===== config.mk =====
export PLATFORM = sky130hd
export DESIGN_NAME = sos_ctrl_module
export DESIGN_NICKNAME = d
export VERILOG_FILES = /design/src/rtl/sos_ctrl_module_pkg.sv /design/src/rtl/sos_ctrl_module_ms_timer.sv /design/src/rtl/sos_ctrl_module.sv
export SDC_FILE = /design/constraint.sdc
export NUM_CORES = 1
export LEC_CHECK = 0
export BUFFER_PORTS_ARGS = -buffer_cell sky130_fd_sc_hd__clkbuf_2
export CAP_MARGIN = 10
export CORE_ASPECT_RATIO = 0.9
export CORE_UTILIZATION = 45
export DETAILED_ROUTE_END_ITERATION = 8
export MAX_ROUTING_LAYER = met4
export PLACE_DENSITY = 0.65
export SYNTH_ARGS = -nofsm -noshare
export SYNTH_HDL_FRONTEND = slang
export SYNTH_SLANG_ARGS = --single-unit
export TNS_END_PERCENT = 5

===== constraint.sdc =====
create_clock -name CLK -period 2.85 [get_ports CLK]
set_clock_uncertainty 0.1 [all_clocks]
set_input_delay 0.7125 -clock CLK [delete_from_list [all_inputs] [get_ports CLK]]
set_output_delay 0.7125 -clock CLK [all_outputs]
set_load 0.1 [all_outputs]

===== src/rtl/sos_ctrl_module_pkg.sv =====
// Shared definitions for the SOS blinker: sequencer state encoding and the
// default timing constants also used by the S and O letter generators.
package sos_ctrl_module_pkg;

    // Sequencer states
    typedef enum logic [3:0] {
        ST_IDLE = 4'd0,
        ST_LS1  = 4'd1,
        ST_GAP1 = 4'd2,
        ST_LO   = 4'd3,
        ST_GAP2 = 4'd4,
        ST_LS2  = 4'd5,
        ST_WGAP = 4'd6,
        ST_DONE = 4'd7,
        ST_ERR  = 4'd8
    } state_t;

    // Default timing for a 50 MHz system clock
    localparam logic [15:0] SOS_T1MS        = 16'd49_999;
    localparam logic [9:0]  SOS_GAP_MS      = 10'd150;
    localparam logic [9:0]  SOS_WORD_GAP_MS = 10'd350;
    localparam logic [3:0]  SOS_REPEAT      = 4'd2;
    localparam logic [9:0]  SOS_TIMEOUT_MS  = 10'd1000;

    // True for the states that drive a letter generator
    function automatic logic is_letter(input state_t st);
        return (st == ST_LS1) || (st == ST_LO) || (st == ST_LS2);
    endfunction

endpackage


===== src/rtl/sos_ctrl_module_ms_timer.sv =====
// Millisecond timebase: a 16-bit prescaler wrapping at T1MS and a saturating
// 10-bit millisecond counter. Both restart from zero whenever clear is high.
module sos_ctrl_module_ms_timer
    import sos_ctrl_module_pkg::*;
#(
    parameter logic [15:0] T1MS = SOS_T1MS
) (
    input  logic       CLK,
    input  logic       RSTn,
    input  logic       clear,
    output logic       tick,
    output logic [9:0] ms_count
);

    logic [15:0] presc_reg;
    logic [9:0]  ms_reg;

    // tick marks the last cycle of each millisecond
    assign tick     = (presc_reg == T1MS);
    assign ms_count = ms_reg;

    // Prescaler and ms counter; clear has priority over counting
    always_ff @(posedge CLK or negedge RSTn) begin
        if (!RSTn) begin
            presc_reg <= 16'd0;
            ms_reg    <= 10'd0;
        end else if (clear) begin
            presc_reg <= 16'd0;
            ms_reg    <= 10'd0;
        end else if (tick) begin
            presc_reg <= 16'd0;
            if (ms_reg != 10'h3FF) begin
                ms_reg <= ms_reg + 10'd1;
            end
        end else begin
            presc_reg <= presc_reg + 16'd1;
        end
    end

endmodule


===== src/rtl/sos_ctrl_module.sv =====
// SOS sequencer: on a trigger, runs the S, O, S letter generators with timed
// gaps, repeats the word REPEAT times, and reports busy, done and watchdog error.
module sos_ctrl_module
    import sos_ctrl_module_pkg::*;
#(
    parameter logic [15:0] T1MS        = SOS_T1MS,
    parameter logic [9:0]  GAP_MS      = SOS_GAP_MS,
    parameter logic [9:0]  WORD_GAP_MS = SOS_WORD_GAP_MS,
    parameter logic [3:0]  REPEAT      = SOS_REPEAT,
    parameter logic [9:0]  TIMEOUT_MS  = SOS_TIMEOUT_MS
) (
    input  logic CLK,
    input  logic RSTn,
    input  logic Trig_Sig,
    input  logic S_Done_Sig,
    input  logic O_Done_Sig,
    output logic S_Start_Sig,
    output logic O_Start_Sig,
    output logic Busy_Sig,
    output logic Done_Sig,
    output logic Err_Sig
);

    state_t     state_reg;
    state_t     state_next;
    logic [3:0] word_reg;
    logic [3:0] word_next;
    logic       armed_reg;
    logic       trig_accept;
    logic       timer_clear;
    logic       ms_tick;
    logic [9:0] ms_count;
    logic       gap_end;
    logic       wgap_end;
    logic       timeout;

    logic s_start_reg;
    logic o_start_reg;
    logic busy_reg;
    logic done_reg;
    logic err_reg;

    sos_ctrl_module_ms_timer #(
        .T1MS (T1MS)
    ) u_ms_timer (
        .CLK      (CLK),
        .RSTn     (RSTn),
        .clear    (timer_clear),
        .tick     (ms_tick),
        .ms_count (ms_count)
    );

    // Interval ends land on the last cycle of the final millisecond, so a
    // gap lasts exactly N x (T1MS+1) cycles from entry.
    assign gap_end  = ms_tick && (ms_count == GAP_MS - 10'd1);
    assign wgap_end = ms_tick && (ms_count == WORD_GAP_MS - 10'd1);
    assign timeout  = ms_tick && (ms_count == TIMEOUT_MS - 10'd1);

    // Next-state logic; done inputs only count once the letter is armed
    always_comb begin
        state_next  = state_reg;
        word_next   = word_reg;
        trig_accept = 1'b0;
        case (state_reg)
            ST_IDLE: begin
                if (Trig_Sig) begin
                    trig_accept = 1'b1;
                    word_next   = 4'd0;
                    state_next  = ST_LS1;
                end
            end
            ST_LS1: begin
                if (armed_reg && S_Done_Sig) begin
                    state_next = ST_GAP1;
                end else if (timeout) begin
                    state_next = ST_ERR;
                end
            end
            ST_GAP1: begin
                if (gap_end) begin
                    state_next = ST_LO;
                end
            end
            ST_LO: begin
                if (armed_reg && O_Done_Sig) begin
                    state_next = ST_GAP2;
                end else if (timeout) begin
                    state_next = ST_ERR;
                end
            end
            ST_GAP2: begin
                if (gap_end) begin
                    state_next = ST_LS2;
                end
            end
            ST_LS2: begin
                if (armed_reg && S_Done_Sig) begin
                    if (({1'b0, word_reg} + 5'd1) < {1'b0, REPEAT}) begin
                        word_next  = word_reg + 4'd1;
                        state_next = ST_WGAP;
                    end else begin
                        state_next = ST_DONE;
                    end
                end else if (timeout) begin
                    state_next = ST_ERR;
                end
            end
            ST_WGAP: begin
                if (wgap_end) begin
                    state_next = ST_LS1;
                end
            end
            ST_DONE: state_next = ST_IDLE;
            ST_ERR:  state_next = ST_IDLE;
            default: state_next = ST_IDLE;
        endcase
        // Restart the timebase on every state entry and hold it while idle
        timer_clear = (state_next != state_reg) || (state_reg == ST_IDLE);
    end

    // State, counters and registered outputs (outputs decoded from next state)
    always_ff @(posedge CLK or negedge RSTn) begin
        if (!RSTn) begin
            state_reg   <= ST_IDLE;
            word_reg    <= 4'd0;
            armed_reg   <= 1'b0;
            s_start_reg <= 1'b0;
            o_start_reg <= 1'b0;
            busy_reg    <= 1'b0;
            done_reg    <= 1'b0;
            err_reg     <= 1'b0;
        end else begin
            state_reg   <= state_next;
            word_reg    <= word_next;
            // Cleared on entry, set one edge later: blanks a stale done
            armed_reg   <= (state_next == state_reg) && is_letter(state_reg);
            s_start_reg <= (state_next == ST_LS1) || (state_next == ST_LS2);
            o_start_reg <= (state_next == ST_LO);
            busy_reg    <= state_next inside {ST_LS1, ST_GAP1, ST_LO, ST_GAP2, ST_LS2, ST_WGAP};
            done_reg    <= (state_next == ST_DONE);
            if (state_next == ST_ERR) begin
                err_reg <= 1'b1;
            end else if (trig_accept) begin
                err_reg <= 1'b0;
            end
        end
    end

    assign S_Start_Sig = s_start_reg;
    assign O_Start_Sig = o_start_reg;
    assign Busy_Sig    = busy_reg;
    assign Done_Sig    = done_reg;
    assign Err_Sig     = err_reg;

endmodule


==> results of run 1 <==
## synthesized netlist by cell type (2+ instances only)
library cell and n:
ha_1 4, a21o_1 4, o211ai_1 2, nand2b_1 5, nand3_1 14, nand3b_1 3, nor2b_1 5, and4_1 2
o211a_1 2, xor2_1 9, nor2_1 34, xnor2_1 12, nand2_1 15, inv_1 5, a21oi_1 8, clkbuf_1 4
nor3_1 14, dfrtp_1 40, a211oi_1 2, nor4b_4 2, o21ai_0 2, nor4_1 4, and3_1 13
## worst register-to-register path: cells and delay by family, from the launching register on
kind | cells | cell delay, ns
simple gates | 3 | 0.79
compound gates | 2 | 0.76
flops | 1 | 0.44
fa+ha+maj | 1 | 0.25
## routing by layer
metal / wire [µm] / share of wire (%) / vias up / global-route usage, %
li1: - / - / 840 / -
met1: 2290 / 50 / 815 / 25.5
met2: 2040 / 45 / 25 / 29.0
met3: 124 / 2.7 / 11 / 3.95
met4: 89 / 2.0 / 0 / 8.55
met5: 0 / 0 / - / -
## layout make-up
type	instances	share of cell area (%)
well taps	65	3.27
multi-input cells	179	48.6
clock inverters	2	1.41
flip-flops and latches	40	40.3
repair buffers	12	2.72
inverters	5	0.755
clock buffers	6	2.92
## worst paths after layout
path	start	to	slack (ns)	depth (start not counted)
worst min register to register	u_ms_timer.presc_reg[0]	u_ms_timer.presc_reg[0]	0.37	1
worst min-delay path	RSTn	word_reg[2]	0.23	1
worst max register to register	u_ms_timer.ms_count[0]	u_ms_timer.ms_count[0]	0.38	6
max in group asynchronous	RSTn	u_ms_timer.ms_count[8]	1.87	2
min in group CLK	u_ms_timer.presc_reg[0]	u_ms_timer.presc_reg[0]	0.37	1
worst max-delay path	u_ms_timer.ms_count[0]	u_ms_timer.ms_count[0]	0.38	6
## layout by cell type (no fill, tap or decap), drive strengths merged, types with 3 or more instances in the layout
master / n
a211oi: 3
a21o: 4
a21oi: 8
and3: 13
buf: 3
clkbuf: 15
dfrtp: 40
ha: 4
inv: 5
nand2: 15
nand2b: 5
nand3: 15
nand3b: 3
nor2: 35
nor2b: 5
nor3: 15
nor4: 5
o21ai: 3
xnor2: 12
xor2: 9
## power breakdown
part           total, mW  leakage, nW  internal [mW]  switching [mW]
Clock              0.460       0.0552          0.260           0.200
Combinational      0.166        0.532         0.0831          0.0832
Sequential         0.677        0.535          0.620          0.0575
## through the flow
step,instance area [µm²],setup slack [ns]
2_1_floorplan,2270,0.632
3_3_place_gp,2380,0.409
3_5_place_dp,2380,0.329
4_1_cts,2480,0.397
5_1_grt,2480,0.236
6_report,2480,0.381
## cell families (layout without fill, tap and decap cells)
group | after synthesis | count (layout) | synth area share (%)
AOI/OAI and AO/OA | 30 | 30 | 11.4
xor gates and xnor gates | 21 | 21 | 8.11
adders and majority gates | 4 | 4 | 2.21
buffers and inverters | 12 | 25 | 2.54
DFF | 40 | 40 | 44.2
and+or+nand+nor | 124 | 124 | 31.6
==> out/results.tsv, run 1 <==
stage	metric	value	unit
run_status	status	finished, final reports clean	
grt	global-route wire length before repair	7890	µm
cells_and_area	ratio of cells with drive above 1 in the final layout	13.1	%
synth	synth warn	0	
worst_setup_path	critical path type	flip-flop to flip-flop	
detailed_routing	Post-DRT Antenna Nets	0	
detailed_routing	via count	1691	
sta	Final TNS setup	0	ns
pwr	power per cell area	525	nW/µm²
worst_setup_path	worst-path fanout max	9	
synth	share of the synthesized area in the top cell type	44.2	%
clock_network	H-tree level count	2	
placement	dpl hpwl	3260	µm
cells_and_area	max FFs per register	16	
floorplanning	Die X	76.8	µm
synth	Syn Area/Cell	9.81	µm²
cells_and_area	Area growth syn-to-layout	9.60	%
synth	Post-synth EDFFs	0	
placement	GP Congestion	0.925	
synth	Post-Syn Instances	231	
worst_setup_path	Worst EP arrival	2.53	ns
worst_setup_path	WP data required	2.91	ns
grt	remaining global-route overflow	0	
grt	largest net degree at the start of global routing	18	
clock_network	quantity of gates resized following cts	0	
pwr	Static Leak	1.12	nW
pwr	total chip power	1.30	mW
grt	vias in the first global route	1678	
detailed_routing	Remaining DRCs	0	
floorplanning	Initial Utilization	46.9	%
clock_network	Worst-path clk slew	0.08	ns
sta	RSZ-0062 raised after global routing	no	
floorplanning	Top Ports	10	
placement	Placed Cells	301	
worst_setup_path	Crit path max-delay family	simple AND/OR/NAND/NOR gates	
worst_setup_path	Critical Path End Type	flip-flop	
cells_and_area	area of the multi-input gates	1210	µm²
clock_network	CTS buffer count	5	
clock_network	Clock Tree Root	clkbuf_8	
floorplanning	Rows	24	
pwr	maximum vdd drop	229	µV
synth	most frequently used flop master after synthesis	dfrtp_1	
sta	Hold Vio Cnt, Final	0	
detailed_routing	number of iterations in the first detailed-routing pass	4	
detailed_routing	1st-iter DRT viols	86	
clock_network	Post-CTS Setup Repair Bufs	0	
job	number of max-cap violations	0	
sta	fin crit share	86.6	%
sta	count of final setup violators	0	
synth	Yosys top cell by area	dfrtp_1	
clock_network	Sink Count	40	
cells_and_area	ant diodes	0	
synth	Synth Net Count	240	
worst_setup_path	startpoint class of the critical path	flip-flop	
cells_and_area	fillers	453	
sta	Slew @ Worst Pin	0.538	ns
synth	mapped cell area	2270	µm²
synth	part of the Yosys area used for sequential elements	44.2	%
grt	antenna violations before repair	0	
clock_network	Clk Latency, worst-skew pair	0.29	ns
sta	fmax	405	MHz
synth	Yosys reg bits	40	
clock_network	CTS tree	done	
worst_setup_path	worst-path cell chain	ha_1 > nand3_1 > or4_4 > o221a_2 > o31ai_4 > nor2_1	
worst_setup_path	critical path's slowest cell	or4_4	
clock_network	Hold-fix buffers, CTS	0	
cells_and_area	post-layout util	51.4	%
detailed_routing	final WL	4540	µm
sta	Slew Limit Headroom	64.3	%
synth	Area contributors post-synth	dfrtp_1 44%, nor2_1 5.6%, xnor2_1 4.6%	
worst_setup_path	Critical Path Max Stage Delay	0.54	ns
sta	Period minus WS final	2.47	ns
worst_hold_path	HP Class	input port to async pin	
cells_and_area	Post-Layout Cell Count	309	
synth	Yosys cell types	49	
cells_and_area	sequential cell area	1000	µm²
grt	Total Routing Usage GR	19.4	%
worst_setup_path	Buf+Inv Stages, Crit Path	0	
detailed_routing	DR WL/cell	14.7	µm
detailed_routing	via density per instance	5.47	
sta	Slew Limit Fails	0	
cells_and_area	Nets	252	
sta	Min Hold Slack	0.232	ns
synth	ys async rst share	100	%
placement	I/O Buffers	9	
floorplanning	Placeable Area	4830	µm²
clock_network	Clock Path Buffers	2	
floorplanning	Die Height	69.3	µm
floorplanning	die area	5330	µm²
Note: power is estimated with default switching activity, not from simulation.
==> run 2: changes to the inputs <==
--- a/config.mk
+++ b/config.mk
@@ -8,10 +8,10 @@
 export BUFFER_PORTS_ARGS = -buffer_cell sky130_fd_sc_hd__clkbuf_2
 export CAP_MARGIN = 10
 export CORE_ASPECT_RATIO = 0.9
-export CORE_UTILIZATION = 45
+export CORE_UTILIZATION = 55
 export DETAILED_ROUTE_END_ITERATION = 8
 export MAX_ROUTING_LAYER = met4
-export PLACE_DENSITY = 0.65
+export PLACE_DENSITY = 0.79
 export SYNTH_ARGS = -nofsm -noshare
 export SYNTH_HDL_FRONTEND = slang
 export SYNTH_SLANG_ARGS = --single-unit
==> constraint.sdc (replaced) <==
create_clock -name CLK -period 2.25 [get_ports CLK]
set_clock_uncertainty 0.1 [all_clocks]
set_input_delay 0.5625 -clock CLK [delete_from_list [all_inputs] [get_ports CLK]]
set_output_delay 0.5625 -clock CLK [all_outputs]
set_load 0.1 [all_outputs]
==> out/results.tsv, run 2 (same netlist as run 1, synthesis figures left out) <==
stage	metric	value	unit	change
grt	remaining global-route overflow	0		unchanged
cells_and_area	post-route cell area	2750	µm²	+11%
pwr	Flop pwr share	49.4	%	-2.5 points
worst_setup_path	worst-path fanout max	5		-4
worst_setup_path	Critical path destination	Busy_Sig		
detailed_routing	1st-iter DRT viols	129		+50%
placement	Place WS	-0.0972	ns	-0.426 ns
placement	Placed Cells	302		+0.33%
pwr	Psw	456	µW	+34%
detailed_routing	DR WL/cell	16.3	µm	+11%
sta	setup ws final	0.0254	ns	-0.356 ns
cells_and_area	commonest cells after routing, fill and taps aside	37 x dfrtp_1, 34 x nor2_1, 28 x buf_4		
worst_setup_path	Worst EP arrival	2.35	ns	-0.18 ns
sta	Slew Limit Headroom	64.3	%	about the same
worst_setup_path	Crit path max-delay family	simple AND/OR/NAND/NOR gates		
worst_setup_path	critical path type	flip-flop to flip-flop		
cells_and_area	max FFs per register	16		unchanged
floorplanning	Placeable Area	3840	µm²	-21%
pwr	power per cell area	624	nW/µm²	+19%
sta	Slew Limit Fails	0		unchanged
placement	DP Area	2500	µm²	+5.3%
clock_network	Clock Path Buffers	2		unchanged
grt	largest net degree at the start of global routing	41		+23
cells_and_area	Nets	280		+11%
pwr	Static Leak	1.28	nW	+14%
floorplanning	Initial Utilization	59.1	%	+12 points
detailed_routing	Remaining DRCs	0		unchanged
worst_setup_path	startpoint class of the critical path	flip-flop		
floorplanning	Die Height	62.9	µm	-9.3%
detailed_routing	via density per instance	5.88		+7.5%
cells_and_area	fillers	281		-38%
cells_and_area	ratio of cells with drive above 1 in the final layout	25.0	%	+12 points
floorplanning	Rows	21		-13%
grt	antenna violations before repair	0		unchanged
detailed_routing	via count	1870		+11%
pwr	clock share of power	33.7	%	-1.6 points
worst_setup_path	Reg-to-Reg Start	u_ms_timer.presc_reg[13]		
worst_setup_path	Critical Path End Type	flip-flop		
sta	RSZ-0062 raised after global routing	yes		
sta	fmax	450	MHz	+11%
worst_setup_path	r2r setup slk	0.03	ns	-0.36 ns
worst_setup_path	Buf+Inv Stages, Crit Path	1		+1
job	number of max-cap violations	0		unchanged
grt	vias in the first global route	1820		+8.5%
clock_network	H-tree level count	2		unchanged
cells_and_area	most common cell after layout, fill and taps aside	dfrtp_1		
pwr	combinational group share of total power	16.8	%	+4.0 points
cells_and_area	Area growth syn-to-layout	21.2	%	
sta	Period minus WS final	2.22	ns	-0.244 ns
worst_setup_path	Critical Path Max Stage Delay	0.47	ns	-0.07 ns
floorplanning	Die X	69.7	µm	-9.3%
worst_setup_path	worst-path cell chain	nor4b_4 > buf_4 > nand4_4 > nor4_1 > o211a_1 > a311oi_1 > a31oi_1		
grt	Total Routing Usage GR	25.6	%	+6.2 points
sta	fin crit share	98.9	%	+12 points
detailed_routing	final WL	5170	µm	+14%
pwr	internal power	1.26	mW	+31%
clock_network	CTS tree	done		
sta	Final TNS setup	0	ns	unchanged
placement	I/O Buffers	9		unchanged
clock_network	Clock Tree Root	clkbuf_8		
floorplanning	die area	4380	µm²	-18%
pwr	switching part of the total power	26.6	%	+0.40 points
worst_setup_path	Worst path depth	7		+1
run_status	status	finished, final reports clean		
detailed_routing	Post-DRT Antenna Nets	0		unchanged
grt	global-route wire length before repair	8360	µm	+5.9%
sta	Slew @ Worst Pin	0.538	ns	+0.000153 ns
worst_hold_path	HP Class	input port to async pin		
clock_network	Clk Latency, worst-skew pair	0.30	ns	about the same
placement	GP Congestion	0.895		-3.3%
clock_network	Sink Count	40		unchanged
worst_setup_path	CP startpoint	u_ms_timer.presc_reg[13]		
floorplanning	Top Ports	10		unchanged
clock_network	CTS buffer count	5		unchanged
sta	Hold Vio Cnt, Final	0		unchanged
sta	Min Hold Slack	0.198	ns	-0.0338 ns
worst_setup_path	critical path's slowest cell	nor4_1		
worst_setup_path	WP data required	2.37	ns	-0.54 ns
worst_setup_path	Reg2Reg Depth	7		+1
sta	count of final setup violators	0		unchanged
worst_setup_path	R2R Path End	Busy_Sig		
pwr	maximum vdd drop	643	µV	+180%
cells_and_area	ant diodes	0		unchanged
clock_network	Worst-path clk slew	0.08	ns	about the same
detailed_routing	number of iterations in the first detailed-routing pass	4		unchanged
cells_and_area	Post-Layout Cell Count	318		+2.9%
placement	dpl hpwl	3400	µm	+4.0%
[run 2: cell count changes in the layout (fill, tap and decap cells not counted), sizes merged]
cell	previous run	this run
buf	3	29
nand4	2	3
o21ai	3	4
[run 2: area by class of cell]
| type | instances | area [µm²] | share of cell area, % |
|---|---|---|---|
| repair buffers | 38 | 275 | 10.0 |
| well taps | 46 | 57.6 | 2.09 |
| flip-flops and latches | 40 | 1000 | 36.6 |
| clock buffers | 6 | 72.6 | 2.64 |
| inverters | 5 | 18.8 | 0.683 |
| clock inverters | 2 | 35.0 | 1.28 |
| multi-input cells | 181 | 1280 | 46.7 |
[run 2: worst min path at each step]
stage | from | endpoint | slack, ns
after floorplan | RSTn | Busy_Sig | 0.17
after global placement | Err_Sig | Err_Sig | 0.36
after detailed placement | u_ms_timer.presc_reg[0] | u_ms_timer.presc_reg[0] | 0.37
after CTS | RSTn | u_ms_timer.presc_reg[2] | 0.23
after global routing | RSTn | u_ms_timer.ms_count[3] | 0.26
final | RSTn | u_ms_timer.ms_count[3] | 0.20
[run 2: power by group through the flow]
stage                     Sequential [mW]  Combinational (mW)  Clock [mW]
after floorplan                     0.850               0.173           0
after global placement              0.853               0.255           0
after detailed placement            0.853               0.268           0
after CTS                           0.842               0.267       0.581
after global routing                0.854               0.322       0.616
final                               0.848               0.289       0.578
[run 2: what timing repair did]
action | CTS | global route
hold buffers | 0 | 0
gates cloned | 1 | 1
pin swaps | 2 | 5
setup buffers | 1 | 5
setup endpoints to repair | 14 | 28
gates resized for setup | 1 | 12
[run 2: routing by layer]
metal	share of wire [%]	vias to the layer above	wire length, µm	global-route usage [%]
met3	4.4	6	228	5.48
met4	1.1	0	59	12.3
li1	-	905	-	-
met1	45	912	2310	31.9
met2	50	47	2570	39.9
met5	0	-	0	-
[run 2: stage by stage]
| step | util, % | total power [mW] |
|---|---|---|
| 6_report | 71.6 | 1.71 |
| 5_1_grt | 71.6 | 1.79 |
| 4_1_cts | 68.9 | 1.69 |
| 3_5_place_dp | 65.3 | 1.12 |
| 3_3_place_gp | 65.3 | 1.11 |
| 2_1_floorplan | - | 1.02 |
